--- config.mk ---
export PLATFORM = sky130hd
export DESIGN_NAME = restriction_equiv_sweeper_flat
export DESIGN_NICKNAME = d
export VERILOG_FILES = /design/src/rtl/restriction_equiv_sweeper_if.sv /design/src/rtl/restriction_equiv_sweeper.sv /design/src/flat_wrapper.sv
export SDC_FILE = /design/constraint.sdc
export NUM_CORES = 1
export LEC_CHECK = 0
export BUFFER_PORTS_ARGS = -buffer_cell sky130_fd_sc_hd__buf_2
export CAP_MARGIN = 20
export CORE_ASPECT_RATIO = 2
export CORE_MARGIN = 5
export CORE_UTILIZATION = 50
export DETAILED_ROUTE_END_ITERATION = 8
export HOLD_SLACK_MARGIN = 0.05
export PLACE_DENSITY = 0.72
export SLEW_MARGIN = 20
export SYNTH_ARGS = -nofsm -noshare
export SYNTH_HDL_FRONTEND = slang
export SYNTH_SLANG_ARGS = --single-unit
--- constraint.sdc ---
create_clock -name clk -period 3.2 [get_ports clk]
set_clock_uncertainty 0.2 [all_clocks]
set_input_delay 0.64 -clock clk [delete_from_list [all_inputs] [get_ports clk]]
set_output_delay 0.64 -clock clk [all_outputs]
set_load 0.01 [all_outputs]
--- src/rtl/restriction_equiv_sweeper_if.sv ---
// Sweeper control/status bus: sequencing handshake, restriction mask, netlist drive and results.
interface restriction_equiv_sweeper_if #(
  parameter int unsigned N_IN  = 34,
  parameter int unsigned CNT_W = 35
);
  logic              start;
  logic              abort;
  logic [N_IN-1:0]   fix_mask;
  logic [N_IN-1:0]   fix_val;
  logic [N_IN-1:0]   vec_out;
  logic              ref_y;
  logic              res_y;
  logic              busy;
  logic              done;
  logic              pass;
  logic [CNT_W-1:0]  mismatch_cnt;
  logic [CNT_W-1:0]  vec_count;
  logic [N_IN-1:0]   first_fail_vec;

  modport master (
    output start, abort, fix_mask, fix_val, ref_y, res_y,
    input  vec_out, busy, done, pass, mismatch_cnt, vec_count, first_fail_vec
  );

  modport slave (
    input  start, abort, fix_mask, fix_val, ref_y, res_y,
    output vec_out, busy, done, pass, mismatch_cnt, vec_count, first_fail_vec
  );
endinterface

--- src/rtl/restriction_equiv_sweeper.sv ---
// Exhaustive equivalence sweep of a restricted netlist against its original over the free inputs.
module restriction_equiv_sweeper #(
  parameter int unsigned N_IN   = 34,
  parameter int unsigned SETTLE = 1,
  parameter int unsigned CNT_W  = 35
) (
  input logic                        clk,
  input logic                        rst_n,
  restriction_equiv_sweeper_if.slave bus
);

  localparam int unsigned SW = (SETTLE > 1) ? $clog2(SETTLE) : 1;
  localparam logic [SW-1:0] SETTLE_RLD = SW'(SETTLE - 1);

  typedef enum logic [1:0] {ST_IDLE, ST_WAIT, ST_DONE} state_t;

  state_t            state, state_nxt;
  logic [N_IN-1:0]   mask_r, mask_nxt;
  logic [N_IN-1:0]   val_r, val_nxt;
  logic [N_IN-1:0]   vec_r, vec_nxt;
  logic [SW-1:0]     settle_r, settle_nxt;
  logic              busy_r, busy_nxt;
  logic              done_r, done_nxt;
  logic              pass_r, pass_nxt;
  logic [CNT_W-1:0]  mm_r, mm_nxt;
  logic [CNT_W-1:0]  cnt_r, cnt_nxt;
  logic [N_IN-1:0]   ff_r, ff_nxt;

  logic              last_c;
  logic              sample_c;
  logic              miss_c;

  // Sweep ends once every free bit of the current vector is one.
  assign last_c   = &(vec_r | mask_r);
  assign sample_c = (state == ST_WAIT) && !bus.abort && (settle_r == '0);
  assign miss_c   = bus.ref_y != bus.res_y;

  // State register.
  always_ff @(posedge clk or negedge rst_n) begin
    if (!rst_n) state <= ST_IDLE;
    else        state <= state_nxt;
  end

  // Next-state logic; abort outranks the sample-cycle transition.
  always_comb begin
    state_nxt = state;
    case (state)
      ST_IDLE: if (bus.start) state_nxt = ST_WAIT;
      ST_WAIT: begin
        if (bus.abort)              state_nxt = ST_IDLE;
        else if (sample_c && last_c) state_nxt = ST_DONE;
      end
      ST_DONE: state_nxt = ST_IDLE;
      default: state_nxt = ST_IDLE;
    endcase
  end

  // Datapath/output next values: latch on start, count and step the masked vector on samples.
  always_comb begin
    mask_nxt   = mask_r;
    val_nxt    = val_r;
    vec_nxt    = vec_r;
    settle_nxt = settle_r;
    pass_nxt   = pass_r;
    mm_nxt     = mm_r;
    cnt_nxt    = cnt_r;
    ff_nxt     = ff_r;
    busy_nxt   = (state_nxt == ST_WAIT);
    done_nxt   = (state_nxt == ST_DONE);
    case (state)
      ST_IDLE: begin
        if (bus.start) begin
          mask_nxt   = bus.fix_mask;
          val_nxt    = bus.fix_val & bus.fix_mask;
          vec_nxt    = bus.fix_val & bus.fix_mask;
          settle_nxt = SETTLE_RLD;
          pass_nxt   = 1'b0;
          mm_nxt     = '0;
          cnt_nxt    = '0;
          ff_nxt     = '0;
        end
      end
      ST_WAIT: begin
        if (bus.abort) begin
          pass_nxt = 1'b0;
        end else if (settle_r != '0) begin
          settle_nxt = settle_r - SW'(1);
        end else begin
          cnt_nxt = cnt_r + CNT_W'(1);
          if (miss_c) begin
            if (!(&mm_r)) mm_nxt = mm_r + CNT_W'(1);
            if (mm_r == '0) ff_nxt = vec_r;
          end
          if (last_c) begin
            pass_nxt = (mm_nxt == '0);
          end else begin
            // Forcing fixed bits to one lets the carry ripple straight across them.
            vec_nxt    = (((vec_r | mask_r) + N_IN'(1)) & ~mask_r) | val_r;
            settle_nxt = SETTLE_RLD;
          end
        end
      end
      default: ;
    endcase
  end

  // Registered datapath and outputs.
  always_ff @(posedge clk or negedge rst_n) begin
    if (!rst_n) begin
      mask_r   <= '0;
      val_r    <= '0;
      vec_r    <= '0;
      settle_r <= '0;
      busy_r   <= 1'b0;
      done_r   <= 1'b0;
      pass_r   <= 1'b0;
      mm_r     <= '0;
      cnt_r    <= '0;
      ff_r     <= '0;
    end else begin
      mask_r   <= mask_nxt;
      val_r    <= val_nxt;
      vec_r    <= vec_nxt;
      settle_r <= settle_nxt;
      busy_r   <= busy_nxt;
      done_r   <= done_nxt;
      pass_r   <= pass_nxt;
      mm_r     <= mm_nxt;
      cnt_r    <= cnt_nxt;
      ff_r     <= ff_nxt;
    end
  end

  assign bus.vec_out        = vec_r;
  assign bus.busy           = busy_r;
  assign bus.done           = done_r;
  assign bus.pass           = pass_r;
  assign bus.mismatch_cnt   = mm_r;
  assign bus.vec_count      = cnt_r;
  assign bus.first_fail_vec = ff_r;

endmodule

--- src/flat_wrapper.sv ---
// flat-port wrapper written by rule: the top's interface ports become plain ports
module restriction_equiv_sweeper_flat 
#(
  parameter int unsigned N_IN   = 34,
  parameter int unsigned SETTLE = 1,
  parameter int unsigned CNT_W  = 35
)
  (clk, rst_n, bus_start, bus_abort, bus_fix_mask, bus_fix_val, bus_ref_y, bus_res_y, bus_vec_out, bus_busy, bus_done, bus_pass, bus_mismatch_cnt, bus_vec_count, bus_first_fail_vec);
  restriction_equiv_sweeper_if #(.N_IN(N_IN), .CNT_W(CNT_W)) bus_i ();
  input logic clk;
  input logic rst_n;
  input wire logic [$bits(bus_i.start)-1:0] bus_start;
  input wire logic [$bits(bus_i.abort)-1:0] bus_abort;
  input wire logic [$bits(bus_i.fix_mask)-1:0] bus_fix_mask;
  input wire logic [$bits(bus_i.fix_val)-1:0] bus_fix_val;
  input wire logic [$bits(bus_i.ref_y)-1:0] bus_ref_y;
  input wire logic [$bits(bus_i.res_y)-1:0] bus_res_y;
  output wire logic [$bits(bus_i.vec_out)-1:0] bus_vec_out;
  output wire logic [$bits(bus_i.busy)-1:0] bus_busy;
  output wire logic [$bits(bus_i.done)-1:0] bus_done;
  output wire logic [$bits(bus_i.pass)-1:0] bus_pass;
  output wire logic [$bits(bus_i.mismatch_cnt)-1:0] bus_mismatch_cnt;
  output wire logic [$bits(bus_i.vec_count)-1:0] bus_vec_count;
  output wire logic [$bits(bus_i.first_fail_vec)-1:0] bus_first_fail_vec;
  assign bus_i.start = bus_start;
  assign bus_i.abort = bus_abort;
  assign bus_i.fix_mask = bus_fix_mask;
  assign bus_i.fix_val = bus_fix_val;
  assign bus_i.ref_y = bus_ref_y;
  assign bus_i.res_y = bus_res_y;
  assign bus_vec_out = bus_i.vec_out;
  assign bus_busy = bus_i.busy;
  assign bus_done = bus_i.done;
  assign bus_pass = bus_i.pass;
  assign bus_mismatch_cnt = bus_i.mismatch_cnt;
  assign bus_vec_count = bus_i.vec_count;
  assign bus_first_fail_vec = bus_i.first_fail_vec;
  restriction_equiv_sweeper #(.N_IN(N_IN), .SETTLE(SETTLE), .CNT_W(CNT_W)) u_core (.clk(clk), .rst_n(rst_n), .bus(bus_i));
endmodule
==> impl_metrics.tcl <==
set metrics [dict create \
    synthTopCellsByArea "dfrtp_1, nand2_1, o21ai_0" \
    synth_top_area_frac 0.480 \
    grt_antenna_before_repair 6 \
    hold_end "u_core.mask_r[30]$_DFFE_PN0P_" \
    port_buffers 214 \
    fin_crit_sh 0.960 \
    worstSetupPathType "reg -> reg" \
    leakagePower_uw 0.00665 \
    netlist-cell-type-count 67 \
    cts_max_path_buffers 3 \
    ys_ff_latch 211 \
    fp-row-count 76 \
    rsz0062_at_grt "no" \
    maxCapViolations 0 \
    area_delta_synth_final_pct 24.3 \
    max_freq_ghz 0.325 \
    rrSetupSlack_ns 0.13 \
    post-cts-setup-buffers 0 \
    ant_nets 0 \
    stdcell_count 1874 \
    hold_viol_final 0 \
    crit_buf_inv 0 \
    initial_core_util 0.510 \
    peakVddDrop_mv 0.555 \
    ys_seq_area_frac 0.480 \
    vias 11000 \
    routed_wl_um 36200 \
    drt_iter0_markers 727 \
    endpoint_kind "flop" \
    setup_viol 0 \
    grt_max_degree 92 \
    reg2reg_to "u_core.bus.pass$_DFFE_PN0P_" \
    min_from "bus_fix_mask[30]" \
    worst_path_dominant_cell_family "simple AND/OR/NAND/NOR gates" \
    path_clk_slew_ns 0.07 \
    routed_via_density 5.86 \
    drcViolationCount 0 \
    grt_overflow_total 0 \
    register_area_um2 5280 \
    synth_area_um2 11000 \
    synth_nets 1397 \
    final_layout_size_suffix_gt1_frac 0.232 \
    coreArea_um2 21600 \
    grtUsageTotal 0.283 \
    fin_crit_ns 3.07 \
    critPathMaxFanout 6 \
    clkLatencyLatePin_ns 0.51 \
    ios 215 \
    yosys_warnings 0 \
    slowest_delay_ns 0.65 \
    synth_ff_type "dfrtp_1" \
    htree_levels 1 \
    cts-root-buf "clkbuf_16" \
    multi_input_area_um2 5390 \
    syn_inst 1319 \
    first_pass_iters 5 \
    routedWlPerCell_um 19.3 \
    slew_viol_final 0 \
    avgSynthCellArea_um2 8.34 \
    synth_commonest_cells "nand2_1, dfrtp_1, nor2_1" \
    critPathSlowestCell "nor3_1" \
    crit_required_ns 3.43 \
    synth.largest_area_cell "dfrtp_1" \
    hpwl_um 26500 \
    die_h_um 220 \
    cts_made_buffers 20 \
    worst_pin_slew_ns 1.13 \
    hold_path_class "in -> reg" \
    synth_most_common_cell "nand2_1" \
    path_cells "ha_1, nand3_1, nor3_1, xnor2_1, nand4_1, nor4_1, nand4b_1, or4b_1, o21ai_1" \
    grt_pass1_wl_um 56700 \
    fillers 1908 \
    placed_cells 1834 \
    fin_nets 1662 \
    r2r_cells 9 \
    hold_ws_ns 0.147 \
    die_w_um 115 \
    synth_edf_count 0 \
    reg2reg_from "u_core.bus.mismatch_cnt[1]$_DFFE_PN0P_" \
    cp-start-kind "flop" \
    synthArstFlopShare 1.00 \
    cp.arrival_ns 3.31 \
    tns_ns 0 \
    hold_depth 3 \
    first_global_vias 11000 \
    powerDensity_nw_per_um2 613 \
    maxSlewHeadroom 0.248 \
    status "finished, final reports clean" \
    cts_sinks 211 \
    finalWeightedCongestion 0.991 \
    die-area_um2 25300 \
    cts_tree "done" \
]
-- area by class of cell --
class | instances | share of cell area
clock inverter | 5 | 0.00412
antenna | 3 | 0.000549
sequential | 211 | 0.386
tap | 273 | 0.0250
inverter | 23 | 0.00649
multi-input combinational | 1008 | 0.394
clock buffer | 31 | 0.0441
timing repair buffer | 320 | 0.140
-- stage by stage --
stage | power [uW] | worst slack (ns) | instance area (um2) | util
detailed placement | 5980 | -0.0788 | 13000 | 0.601
CTS | 8440 | 0.0775 | 13700 | 0.633
global placement | 5910 | -0.0364 | 13000 | 0.601
finish | 8390 | 0.128 | 13700 | 0.634
global route | 8860 | 0.00332 | 13700 | 0.634
floorplan | 4900 | 0.172 | 11000 | -
-- where the power goes --
part           internal (uW)  leakage [uW]  switching (uW)
sequential              3160       0.00276             426
clock                   1390      0.000321            1060
combinational            921       0.00358            1430
-- sequential cells by signal (all words and copies together) (netlist names) --
name,cells
u_core.bus.pass,1
u_core.bus.mismatch_cnt,35
u_core.val_r,34
u_core.bus.done,1
u_core.bus.first_fail_vec,34
u_core.bus.vec_out,34
u_core.mask_r,34
u_core.bus.vec_count,35
u_core.bus.busy,1
u_core.state,2
-- timing repair --
action | CTS | global route
hold endpoints to repair | 65 | 0
endpoints found under the setup margin | 1 | 12
resized for setup | 1 | 6
hold buffers | 1 | 0
-- worst max path at each step --
stage	startpoint	end	slack, ns	cells past startpoint
after floorplan	bus_res_y	u_core.bus.pass$_DFFE_PN0P_	0.17	8
after global placement	bus_res_y	u_core.bus.pass$_DFFE_PN0P_	-0.04	10
after detailed placement	bus_ref_y	u_core.bus.pass$_DFFE_PN0P_	-0.08	10
after CTS	u_core.bus.vec_out[26]$_DFFE_PN0P_	u_core.bus.vec_out[32]$_DFFE_PN0P_	0.08	12
after global routing	u_core.mask_r[1]$_DFFE_PN0P_	u_core.bus.vec_out[32]$_DFFE_PN0P_	0.003	15
final	u_core.bus.mismatch_cnt[1]$_DFFE_PN0P_	u_core.bus.pass$_DFFE_PN0P_	0.13	9
-- per-layer routing --
layer  vias up  global-route usage  routed length, um
li1       5171                   -                  -
met3       127              0.0349               1920
met2       387               0.512              19400
met4         6               0.164               2070
met5         -                   0                 41
met1      5300               0.312              12800
-- worst reg2reg max path, delay by kind of cell, from the launching register on --
| kind | cells | cell delay (ns) |
|---|---|---|
| simple gates | 6 | 1.94 |
| flops | 1 | 0.36 |
| xor+xnor | 1 | 0.19 |
| fa+ha+maj | 1 | 0.17 |
| compound gates | 1 | 0.14 |
-- layout by cell type (no fill, tap or decap), types with 24 or more instances in the layout --
cell type / instances
dfrtp_1: 209
nand2_1: 300
nor2_1: 118
o21ai_0: 111
xor2_1: 25
a21oi_1: 51
a31oi_1: 29
xnor2_1: 33
nand4_1: 24
buf_4: 102
buf_2: 213
nand3_1: 80
nor3_1: 26
-- logic make-up (layout without fill, tap and decap cells) --
family,after synthesis,after routing,share of synthesized area
xor+xnor,58,58,0.0462
fa+ha+maj,4,4,0.00455
compound gates,288,288,0.157
other cells,0,3,0
buf+inv,100,379,0.0352
simple gates,655,655,0.274
flops,211,211,0.480
mux,3,3,0.00284
No activity file was read; power rests on OpenSTA's default activity.
